**src/rtl/akuma_pkg.sv**
```systemverilog
// Shared types and screen geometry for the Akuma sprite motion stage.
// Also holds the clamped horizontal step used for walking and airborne drift.
package akuma_pkg;

   typedef enum logic [1:0] {
      IDLE = 2'd0,
      WALK = 2'd1,
      JUMP = 2'd2
   } motion_state_t;

   typedef enum logic [1:0] {
      NONE  = 2'd0,
      LEFT  = 2'd1,
      RIGHT = 2'd2
   } dir_t;

   localparam int SCREEN_W = 640;
   localparam int SCREEN_H = 480;
   localparam int SPRITE_W = 130;
   localparam int SPRITE_H = 240;

   // Widened to 11-bit signed so a left step near X_MIN cannot wrap around.
   function automatic logic [9:0] step_x(input logic [9:0] x,
                                         input dir_t       d,
                                         input int         step,
                                         input int         xmin,
                                         input int         xmax);
      logic signed [10:0] xs;
      logic signed [10:0] st;
      logic signed [10:0] lo;
      logic signed [10:0] hi;
      logic signed [10:0] t;
      xs = $signed({1'b0, x});
      st = 11'(step);
      lo = 11'(xmin);
      hi = 11'(xmax);
      t  = xs;
      case (d)
         LEFT: begin
            t = xs - st;
            if (t < lo) t = lo;
         end
         RIGHT: begin
            t = xs + st;
            if (t > hi) t = hi;
         end
         default: t = xs;
      endcase
      return t[9:0];
   endfunction

endpackage

```
**src/rtl/akuma_motion_vs_edge_tick.sv**
```systemverilog
// Registers the active-low vertical sync and flags its rising edge, which
// lands inside vertical blank and serves as the once-per-frame update strobe.
module vs_edge_tick (
   input  logic clk,
   input  logic rst,
   input  logic vs,
   output logic frame_tick
);

   logic vs_q;
   logic vs_d;

   always_comb begin
      vs_d = vs;
   end

   always_ff @(posedge clk or posedge rst) begin
      if (rst) vs_q <= 1'b1;
      else     vs_q <= vs_d;
   end

   assign frame_tick = vs & ~vs_q;

endmodule

```
**src/rtl/akuma_motion.sv**
```systemverilog
// Per-frame walk / clamp / gravity-jump motion for the Akuma sprite.
// Position and facing change only on the cycle after the frame tick.
module akuma_motion
   import akuma_pkg::*;
#(
   parameter int X_INIT    = 100,
   parameter int GROUND_Y  = SCREEN_H - SPRITE_H,
   parameter int X_MIN     = 0,
   parameter int X_MAX     = SCREEN_W - SPRITE_W,
   parameter int WALK_STEP = 4,
   parameter int JUMP_V0   = 12,
   parameter int GRAVITY   = 1
) (
   input  logic       vga_clk,
   input  logic       Reset,
   input  logic       vs,
   input  logic       move_left,
   input  logic       move_right,
   input  logic       jump,
   output logic [9:0] AkumaX,
   output logic [9:0] AkumaY,
   output logic       facing_right,
   output logic       airborne,
   output logic [1:0] motion_state
);

   localparam logic signed [10:0] GROUND_Y_S = 11'(GROUND_Y);
   localparam logic signed [7:0]  VY_LAUNCH  = 8'(GRAVITY - JUMP_V0);

   motion_state_t      state_q, state_d;
   logic [9:0]         x_q, x_d;
   logic [9:0]         y_q, y_d;
   logic signed [7:0]  vy_q, vy_d;
   dir_t               air_dir_q, air_dir_d;
   logic               facing_q, facing_d;
   logic               jump_q, jump_d;

   dir_t               dir;
   logic               launch;
   logic               frame_tick;
   logic signed [10:0] next_y;

   vs_edge_tick u_tick (
      .clk        (vga_clk),
      .rst        (Reset),
      .vs         (vs),
      .frame_tick (frame_tick)
   );

   // Both directions held cancel out rather than favouring one side.
   always_comb begin
      dir = NONE;
      if (move_left && !move_right)      dir = LEFT;
      else if (move_right && !move_left) dir = RIGHT;
   end

   assign launch = jump & ~jump_q;
   assign next_y = $signed({1'b0, y_q}) + $signed({{3{vy_q[7]}}, vy_q});

   always_comb begin
      state_d   = state_q;
      x_d       = x_q;
      y_d       = y_q;
      vy_d      = vy_q;
      air_dir_d = air_dir_q;
      facing_d  = facing_q;
      jump_d    = jump_q;
      if (frame_tick) begin
         jump_d = jump;
         case (state_q)
            JUMP: begin
               // Airborne drift follows the direction latched at launch.
               x_d = step_x(x_q, air_dir_q, WALK_STEP, X_MIN, X_MAX);
               if (!vy_q[7] && (next_y >= GROUND_Y_S)) begin
                  y_d     = 10'(GROUND_Y);
                  vy_d    = '0;
                  state_d = IDLE;
               end else begin
                  y_d  = next_y[9:0];
                  vy_d = vy_q + 8'(GRAVITY);
               end
            end
            default: begin
               if (launch) begin
                  state_d   = JUMP;
                  y_d       = y_q - 10'(JUMP_V0);
                  vy_d      = VY_LAUNCH;
                  air_dir_d = dir;
                  x_d       = step_x(x_q, dir, WALK_STEP, X_MIN, X_MAX);
               end else begin
                  x_d = step_x(x_q, dir, WALK_STEP, X_MIN, X_MAX);
                  case (dir)
                     LEFT: begin
                        facing_d = 1'b0;
                        state_d  = WALK;
                     end
                     RIGHT: begin
                        facing_d = 1'b1;
                        state_d  = WALK;
                     end
                     default: state_d = IDLE;
                  endcase
               end
            end
         endcase
      end
   end

   always_ff @(posedge vga_clk or posedge Reset) begin
      if (Reset) begin
         state_q   <= IDLE;
         x_q       <= 10'(X_INIT);
         y_q       <= 10'(GROUND_Y);
         vy_q      <= '0;
         air_dir_q <= NONE;
         facing_q  <= 1'b1;
         jump_q    <= 1'b1;
      end else begin
         state_q   <= state_d;
         x_q       <= x_d;
         y_q       <= y_d;
         vy_q      <= vy_d;
         air_dir_q <= air_dir_d;
         facing_q  <= facing_d;
         jump_q    <= jump_d;
      end
   end

   assign AkumaX       = x_q;
   assign AkumaY       = y_q;
   assign facing_right = facing_q;
   assign airborne     = (state_q == JUMP);
   assign motion_state = state_q;

endmodule

```
**config.mk**
```make
export PLATFORM = sky130hd
export DESIGN_NAME = akuma_motion
export DESIGN_NICKNAME = d
export VERILOG_FILES = /design/src/rtl/akuma_pkg.sv /design/src/rtl/akuma_motion_vs_edge_tick.sv /design/src/rtl/akuma_motion.sv
export SDC_FILE = /design/constraint.sdc
export NUM_CORES = 1
export LEC_CHECK = 0
export ABC_CLOCK_PERIOD_IN_PS = 3300
export BUFFER_PORTS_ARGS = -buffer_cell sky130_fd_sc_hd__clkbuf_2
export CELL_PAD_IN_SITES_DETAIL_PLACEMENT = 1
export CELL_PAD_IN_SITES_GLOBAL_PLACEMENT = 2
export CORE_ASPECT_RATIO = 0.6
export CORE_MARGIN = 3
export CORE_UTILIZATION = 35
export DETAILED_ROUTE_END_ITERATION = 7
export PLACE_DENSITY_LB_ADDON = 0.15
export RECOVER_POWER = 50
export SKIP_LAST_GASP = 1
export SLEW_MARGIN = 40
export SYNTH_ARGS = -nofsm -noshare
export SYNTH_HDL_FRONTEND = slang
export SYNTH_HIERARCHICAL = 1
export SYNTH_SLANG_ARGS = --single-unit
```
**constraint.sdc**
```tcl
create_clock -name vga_clk -period 3.3 [get_ports vga_clk]
set_input_delay 0.33 -clock vga_clk [delete_from_list [all_inputs] [get_ports vga_clk]]
set_output_delay 0.33 -clock vga_clk [all_outputs]
set_load 0.01 [all_outputs]
```
Word-level counts from Yosys, hierarchy flattened

Index checks and enable logic that the tools add are counted.

$add $sub $neg: 5
Div/mod/pow operators: 0
Magnitude comparators: 3
Equal/unequal tests: 7
Reductions and logical operators: 15
Bitwise gates (word level): 6
$mul: 0
Shift-type cells: 0
Muxes and demuxes: 18

Operators with widths:

| operator              | number |
|---|---|
| $mux 10               | 6 |
| $pmux 10 s2           | 2 |
| $mux 8                | 3 |
| $add 10x3->11 const B | 1 |
| $add 11x8->11         | 1 |
| $ge 11x9->1 const B   | 1 |
| $gt 11x10->1 const B  | 1 |
| $lt 11x1->1 const B   | 1 |
| $sub 10x3->11 const B | 1 |
| $mux 2                | 5 |
| $sub 10x4->10 const B | 1 |
| $add 8x2->8 const B   | 1 |
| $eq 2x2->1 const B    | 3 |
| $reduce_and 3->1      | 2 |
| $eq 2x1->1 const B    | 2 |
| $not 1->1             | 4 |
| $reduce_and 2->1      | 2 |
| $reduce_and 4->1      | 1 |
| $reduce_bool 2->1     | 2 |
| $logic_and 1x1->1     | 3 |
| $logic_not 1->1       | 3 |
| $ne 3x1->1 const B    | 1 |
| $reduce_bool 3->1     | 1 |
| $and 1x1->1           | 2 |
| 4 further kinds       | 4 |

Flip-flop bits (word level): 35
Logic and storage cells: 62
Bits in writable memories: 0
Memories: 0
Bits in latches: 0
ROM bits: 0

Logic depth before layout (Yosys ltp)

Gate-level depths: netlist (run 1).

Word-level depth: 9
Depth in mapped cells: 11
Gate-level depth less buffers: 10

By module

The synthesis (run 1) kept the hierarchy.

By module, submodules not included:

| module       | seq. area each (um^2) | cells an instance | times used | area an instance (um^2) |
|---|---|---|---|---|
| akuma_motion | 862.1                 | 330               | 1          | 2,697.6 |
| vs_edge_tick | 26.3                  | 3                 | 1          | 43.8 |

Least setup slack after synthesis (run 1)

No wires, ideal clock.

Path type: register to register
Start point: reg y_q[0], in the netlist AkumaY[0]
End point: reg vy_q[7]
Cell stages (with the launch flop): 12
Buffers on the path: 1
Arrival time: 2,719 ps
Period minus slack after synthesis: 2,843 ps
Library setup time: 124 ps
Setup slack: 457 ps
Cells stage by stage: dfrtp_1 ha_1 inv_1 fa_1 nand2b_1 a21oi_1 nor3_1 or4_1 or4_4 buf_6 a32oi_1 nand2_1

Longest elaborated chain between the ends: 5

RTL lines:

| element                | line                | RTL |
|---|---|---|
| start, declared        | akuma_motion.sv:32  | `logic [9:0] y_q, y_d;` |
| start signal, assigned | akuma_motion.sv:113 | `y_q <= 10'(GROUND_Y);` |
| start signal, assigned | akuma_motion.sv:121 | `y_q <= y_d;` |
| $add 11x8->11          | akuma_motion.sv:58  | `assign next_y = $signed({1'b0, y_q}) + $signed({{3{vy_q[7]}}, vy_q});` |
| $ge 11x9->1            | akuma_motion.sv:74  | `if (!vy_q[7] && (next_y >= GROUND_Y_S)) begin` |
| $logic_and 1x1->1      | akuma_motion.sv:74  |  |
| $mux 8                 | akuma_motion.sv:74  |  |
| $mux 8                 | akuma_motion.sv:70  | `case (state_q)` |
| end signal, assigned   | akuma_motion.sv:122 | `vy_q <= vy_d;` |
| end, declared          | akuma_motion.sv:33  | `logic signed [7:0] vy_q, vy_d;` |

No other way between the ends.
A chain may end at the register's enable or synchronous reset.

Worst setup path in the final report (run 1)

Start point: reg vy_q[0]
End point: reg vy_q[0]

Longest elaborated chain between the ends: 5
Elaborated cells on any way between the ends: 6
Classes of those cells: add/sub: 2; order compare: 1; mux: 2; reduce/logical: 1

RTL lines:

| element           | line |
|---|---|
| $add 11x8->11     | akuma_motion.sv:58 |
| $ge 11x9->1       | akuma_motion.sv:74 |
| $logic_and 1x1->1 | akuma_motion.sv:74 |
| $mux 8 (*)        | akuma_motion.sv:74 |
| $mux 8 (*)        | akuma_motion.sv:70 |

Mark *: on every way between the ends. The rest lies on a longest branch, timed or not.

==> metrics, run 1 <==
status=finished with violations; Fill cells=916; DR vias=around 2700; CP Data Required Time=3460 ps; top cell type's share of synthesized area=22.8%; average size of a mapped cell=8.23 um2; clock transition at the registers of the reported paths=60 ps; number of global-route vias before repair=2553; failing checks=max-capacitance violations, max-slew violations; n_diodes=0; hpwl dp=roughly 6600 um; synthesized instance count=between 300 and 400; post-synth cell types=58; Total Power=3.03 mW; GRT met2 Usage=26.2%; Num CTS Buffers=5; Worst-Skew Late Latency=280 ps; maximum vdd ir drop=0.403 mV; drt initial violations=151; core area=7420 um2; Final Max Tran Viols=35; max cap viols=1; GRT Total Usage=about a fifth; Comb power frac=around 55%; Netlist Area Pre-Place=2740 um2; final setup vio count=0; Max Freq=~320 MHz; internal power=1.58 mW; synth top area cells=dfrtp_1 23%, dfstp_2 9.6%, ha_1 8.2%; crit path time final=3160 ps; gr busiest metal=met1; CTS root buf=clkbuf_16; CP Class=register to register; critical path's largest stage delay=roughly 640 ps; antenna-violating nets left=0; DR pass1 iterations=4; die area=8970 um2; clock network power share=15.1%; max_slew headroom=-30.8%; NetSw=about 1.4 mW; Die W=120 um; clock tree buffer depth=2; area post-placement=around 3000 um2; number of synthesized flops with an enable pin=0; Syn. warnings=6; CP max stage cell=or4_4; Initial Util=37.0%; M1 GR Usage=34.3%; Gates resized, CTS repair=0; largest net degree at the start of global routing=35; Power Density=974 nW/um2; sw frac=47.8%; DR WL/cell=18.6 um; Design Area, Final=3110 um2; RSZ-0062 raised after global routing=yes; area grow syn2layout=13.5%; CP Launch Type=register; I/O pin cnt=30; crit-path max FO=12; HP Class=input pin to asynchronous set/reset pin; Rows=24; Nets=385; first-pass GRT wire length=approximately 14000 um; initial antenna violation count=0; worst-path cell chain=ha_1, inv_1, fa_1, nand2b_1, a21oi_1, nor3_1, or4_1, or4_4, a31o_2, a21boi_0; drt total wl=8660 um; Primary FF master, synth=dfrtp_1; htree depth=2; Tcrit/Tclk final=95.8%; measured slew at the worst slew-check pin=1960 ps; grt total ovfl=0; Final Skew=5.31 ps; CTS tree=done; Setup crit end kind=register; post-synth top area cell=dfrtp_1; DR vias/cell=5.74; share of cells above drive strength 1=16.3%; register area share after synthesis=32.4%; Die Y=74.6 um; Seq cells post-synth=35; final count of hold timing violations=0; # port buffers=29; Synth async-reset ratio=100%; # DRC=0; CTS sink cnt=35; Post-CTS Setup Bufs=0; Worst EP arrival=around 3300 ps; hold buffers post-CTS=0; Seq pwr share=29.8%; met3 GRT Util=between 3 and 4%; routability congestion estimate=0.809; syn nets=358; leak pwr=~1.3 nW
path summary, 6_finish.rpt:
kind / end / from / cells past startpoint / slack, ps
max: vy_q[0] / vy_q[0] / 10 / 140
min: u_tick/vs_q / Reset / 2 / 30
max reg2reg: vy_q[0] / vy_q[0] / 10 / 140
min in group vga_clk: u_tick/vs_q / vs / 1 / 140
min reg2reg: air_dir_q[1] / air_dir_q[1] / 2 / 500
max in group asynchronous: vy_q[6] / Reset / 3 / 1420
cells in the final DEF, fill, tap and decap left out, types with 3 or more instances in the layout:
cell,netlist,layout
buf_4,0,7
nor4_1,5,5
nor3_1,10,10
o2111ai_1,3,3
a21oi_1,24,24
or3_1,4,4
and2_1,5,5
a21o_1,3,3
o221ai_1,4,4
nand2_1,34,34
mux2_2,3,3
dfstp_2,10,10
o211ai_1,3,3
xor2_1,4,4
clkbuf_2,0,21
xnor2_1,3,3
nor2_1,25,25
clkbuf_1,11,11
and3_1,3,3
a211oi_1,3,3
inv_1,25,25
o31ai_1,5,4
nand2b_1,3,3
nor2b_1,7,7
nand3_1,14,14
a31oi_1,11,11
clkbuf_16,0,5
o21ai_0,26,26
ha_1,18,18
dfrtp_1,25,25
logic make-up after synthesis:
logic type / count (synthesis) / share of synthesized area [%]
adders and majority gates: 19 / 8.95
muxes: 5 / 1.96
buffers and inverters: 42 / 6.89
DFF: 35 / 32.4
and+or+nand+nor: 120 / 21.7
xor gates and xnor gates: 7 / 2.24
AOI/OAI and AO/OA: 105 / 25.8
through the flow:
step	hold WS (ps)	cells	worst slack (ps)	util, %	setup TNS (ps)
floorplan	220	333	457	-	0
global placement	322	457	299	40.2	0
detailed placement	329	457	173	40.2	0
CTS	26.3	465	148	42.1	0
global route	35.9	465	-43.3	41.9	-123
finish	27.4	465	140	41.9	0
critical path: cells and delay by family (launching register included):
family                     cells  cell delay (ps)
DFF                            1              400
buffers and inverters          1               50
AOI/OAI and AO/OA              3              590
and+or+nand+nor                4             1390
adders and majority gates      2              600
final cells by class:
type	count	area (um2)	share of cell area (%)
Inverter	25	93.8	3.02
Multi-Input combinational cell	256	1670	53.7
Timing Repair Buffer	37	191	6.15
Clock buffer	7	133	4.26
Clock inverter	1	5.00	0.161
Sequential cell	35	888	28.6
Tap cell	104	130	4.18
metal layers:
layer	wire length (um)	vias to the layer above
met1	4810	1305
met4	53	0
met2	3150	83
met3	644	7
li1	-	1272
met5	0	-
synth_stat cells (all sizes together), types with 2 or more instances:
master / count
nand3b: 2
inv: 25
and2: 5
a21o: 3
buf: 6
o31ai: 5
a21boi: 2
mux2: 3
xor2: 4
a21oi: 24
nor4: 5
dfrtp: 25
nand2: 34
or4: 2
nor2: 25
nand2b: 3
a41oi: 3
mux2i: 2
o221ai: 4
ha: 18
or3: 5
clkbuf: 11
a31oi: 11
xnor2: 3
dfstp: 10
o21ai: 28
and3: 3
o211ai: 3
a211oi: 4
a32oi: 2
a211o: 2
o32ai: 2
nor3: 10
nor2b: 8
o2111ai: 3
nand3: 14
registers in the layout (all words and copies together) (netlist names):
signal,flops
facing_right,1
air_dir_q,2
AkumaX,10
vy_q,8
jump_q,1
AkumaY,10
motion_state,2
u_tick/vs_q,1
power by group through the flow:
stage	sequential (mW)	clock, mW	combinational [mW]
6_report	0.905	0.459	1.67
5_1_grt	0.944	0.489	1.90
4_1_cts	0.899	0.474	1.67
3_5_place_dp	0.904	0	1.66
3_3_place_gp	0.896	0	1.64
2_1_floorplan	0.834	0	1.23
Power figures use the tool's default switching activity.
==> run 2: changes to the inputs <==
- CORE_UTILIZATION: 35 -> 36
- SYNTH_HIERARCHICAL: 1 -> default
==> run 2 against run 1 <==
  * The flow still finishes with violations (max-capacitance violations, max-slew violations)
  * Area after synthesis grew 2.1%
  * Clock skew up 2.3 ps
  * Sequential share of layout area fell by 0.83 points
  * Maximum frequency grew 2.9%
  * Critical path depth stayed put
  * Largest cell class unchanged
  * Highest routed layer unchanged
==> metrics, run 2 <==
status=finished with violations; failing checks=max-capacitance violations, max-slew violations; Core Util, Final=43.4% (+1.4 points); clock transition at the registers of the reported paths=60 ps (about the same); drt initial violations=179 (+19%); Worst-Skew Late Latency=280 ps (about the same); register area share after synthesis=31.8% (-0.65 points); Gates resized, CTS repair=0 (unchanged); CP Class=register to register; initial antenna violation count=0 (unchanged); Die Y=74.3 um (-0.36%); syn nets=359 (+0.28%); most frequent cells in the layout=33 x nand2_1, 31 x a21oi_1, 25 x dfrtp_1, 25 x nor2_1, 22 x o21ai_0; final setup vio count=0 (unchanged); Seq cells post-synth=35 (unchanged); Final Skew=7.58 ps (+2.27 ps); antenna-violating nets left=0 (unchanged); measured slew at the worst slew-check pin=1980 ps (+13.9 ps); share of cells above drive strength 1=18.3% (+1.9 points); Nets=391 (+1.6%); largest net degree at the start of global routing=36 (+2.9%); maximum vdd ir drop=0.290 mV (-28%); average size of a mapped cell=8.38 um2 (+1.7%); count leader, synth=nand2_1; Final Max Tran Viols=36 (+2.9%); worst-path cell chain=ha_1, inv_1, fa_1, and2b_2, o221ai_1, a31oi_1, a31oi_4, or4b_1, nand2_4, o32ai_1; CP max stage cell=or4b_1; Netlist Area Pre-Place=2800 um2 (+2.1%); CTS tree=done; Initial Util=37.9% (+0.91 points); CP Launch Type=register; drt total wl=8750 um (+0.99%); Num CTS Buffers=5 (unchanged); grt total ovfl=0 (unchanged); Post-CTS Setup Bufs=0 (unchanged); n_diodes=0 (unchanged); commonest non-fill, non-tap cell in the layout=nand2_1; area grow syn2layout=14.5%; # port buffers=29 (unchanged); Final TNS setup=0 ps (unchanged); Setup crit end kind=register; critical path's largest stage delay=700 ps (+60 ps); GRT Total Usage=20.4% (+0.057 points); Worst EP arrival=3200 ps (-120 ps); worst hold slack=157 ps (+130 ps); top cell type's share of synthesized area=22.4% (-0.46 points); RSZ-0062 raised after global routing=no; post-synth top area cell=dfrtp_1; DR WL/cell=18.6 um (-0.29%); max cap viols=1 (unchanged); area post-placement=3080 um2 (+3.1%); Die W=120 um (-0.37%); Max Freq=326 MHz (+2.9%); crit path time final=3070 ps (-89.2 ps); Post-synth top cells=33 x nand2_1, 31 x a21oi_1, 25 x dfrtp_1, 25 x nor2_1, 22 x o21ai_0; # DRC=0 (unchanged); first-pass GRT wire length=14300 um (+1.2%); CTS sink cnt=35 (unchanged); CP Data Required Time=3420 ps (-40 ps); Power Density=1110 nW/um2 (+14%); DR pass1 iterations=4 (unchanged); DR vias/cell=5.74 (about the same); DR vias=2702 (+1.3%); routability congestion estimate=0.812 (+0.31%); hold buffers post-CTS=0 (unchanged); Design Area, Final=3200 um2 (+3.0%); htree depth=2 (unchanged); crit-path max FO=10 (-2); core area=7390 um2 (-0.40%); synth top area cells=dfrtp_1 22%, dfstp_2 9.4%, ha_1 8.1%; post-synth cell types=72 (+24%); Synth async-reset ratio=100% (unchanged); hpwl dp=6620 um (+0.12%); CTS root buf=clkbuf_16; synthesized instance count=334 (+0.30%); clock tree buffer depth=2 (unchanged); Syn. warnings=0 (-6); number of synthesized flops with an enable pin=0 (unchanged); I/O pin cnt=30 (unchanged); number of global-route vias before repair=2651 (+3.8%); Primary FF master, synth=dfrtp_1; max_slew headroom=-31.8% (-0.92 points); die area=8900 um2 (-0.73%); HP Class=input pin to register; leak pwr=1.32 nW (+0.27%); Tcrit/Tclk final=93.1% (-2.7 points); final count of hold timing violations=0 (unchanged); Rows=24 (unchanged)
## run 2: final cells by class
class,count,area [um2]
fillers,918,4180
multi-input cells,266,1760
flip-flops and latches,35,888
repair buffers,41,218
well taps,104,130
clock buffers,5,125
inverters,17,63.8
clock inverters,3,20.0
## run 2: logic make-up (layout without fill, tap and decap cells)
family | Yosys count | count (layout) | synth area share (%)
and+or+nand+nor | 120 | 120 | 21.7
AOI/OAI and AO/OA | 113 | 113 | 27.6
DFF | 35 | 35 | 31.8
buffers and inverters | 33 | 66 | 5.41
adders and majority gates | 19 | 19 | 8.77
xor gates and xnor gates | 9 | 9 | 2.82
muxes | 5 | 5 | 1.97
## run 2: where the power goes
group	switching, mW	internal, mW
combinational	1.25	0.877
clock	0.195	0.278
sequential	0.304	0.642
## run 2: critical path, delay by kind of cell (launching register included)
| kind | cells | cell delay, ps |
|---|---|---|
| DFF | 1 | 430 |
| AOI/OAI and AO/OA | 4 | 790 |
| and+or+nand+nor | 3 | 1160 |
| buffers and inverters | 1 | 80 |
| adders and majority gates | 2 | 460 |
## run 2: final timing paths
check / startpoint / to / slack, ps / cells after the start
hold reg to reg: jump_q / jump_q / 470 / 2
setup reg to reg: vy_q[0] / vy_q[1] / 230 / 10
min in group asynchronous: Reset / AkumaX[7] / 740 / 3
setup / recovery: vy_q[0] / vy_q[1] / 230 / 10
max in group asynchronous: Reset / AkumaX[4] / 1420 / 3
hold / removal: vs / u_tick.vs_q / 160 / 1
## run 2: per-layer routing
| metal | up-vias | routed length (um) | global-route usage, % |
|---|---|---|---|
| met3 | 5 | 486 | 4.71 |
| met4 | 0 | 35 | 2.79 |
| met2 | 65 | 3300 | 28.1 |
| li1 | 1303 | - | - |
| met1 | 1329 | 4930 | 32.6 |
| met5 | - | 0 | 0 |
## run 2: through the flow
stage | total power [mW] | cells | setup slack (ps)
floorplan | 2.43 | 334 | 680
global placement | 3.03 | 463 | 325
detailed placement | 3.07 | 463 | 289
CTS | 3.57 | 471 | 247
global route | 3.86 | 471 | 40.2
finish | 3.54 | 471 | 229
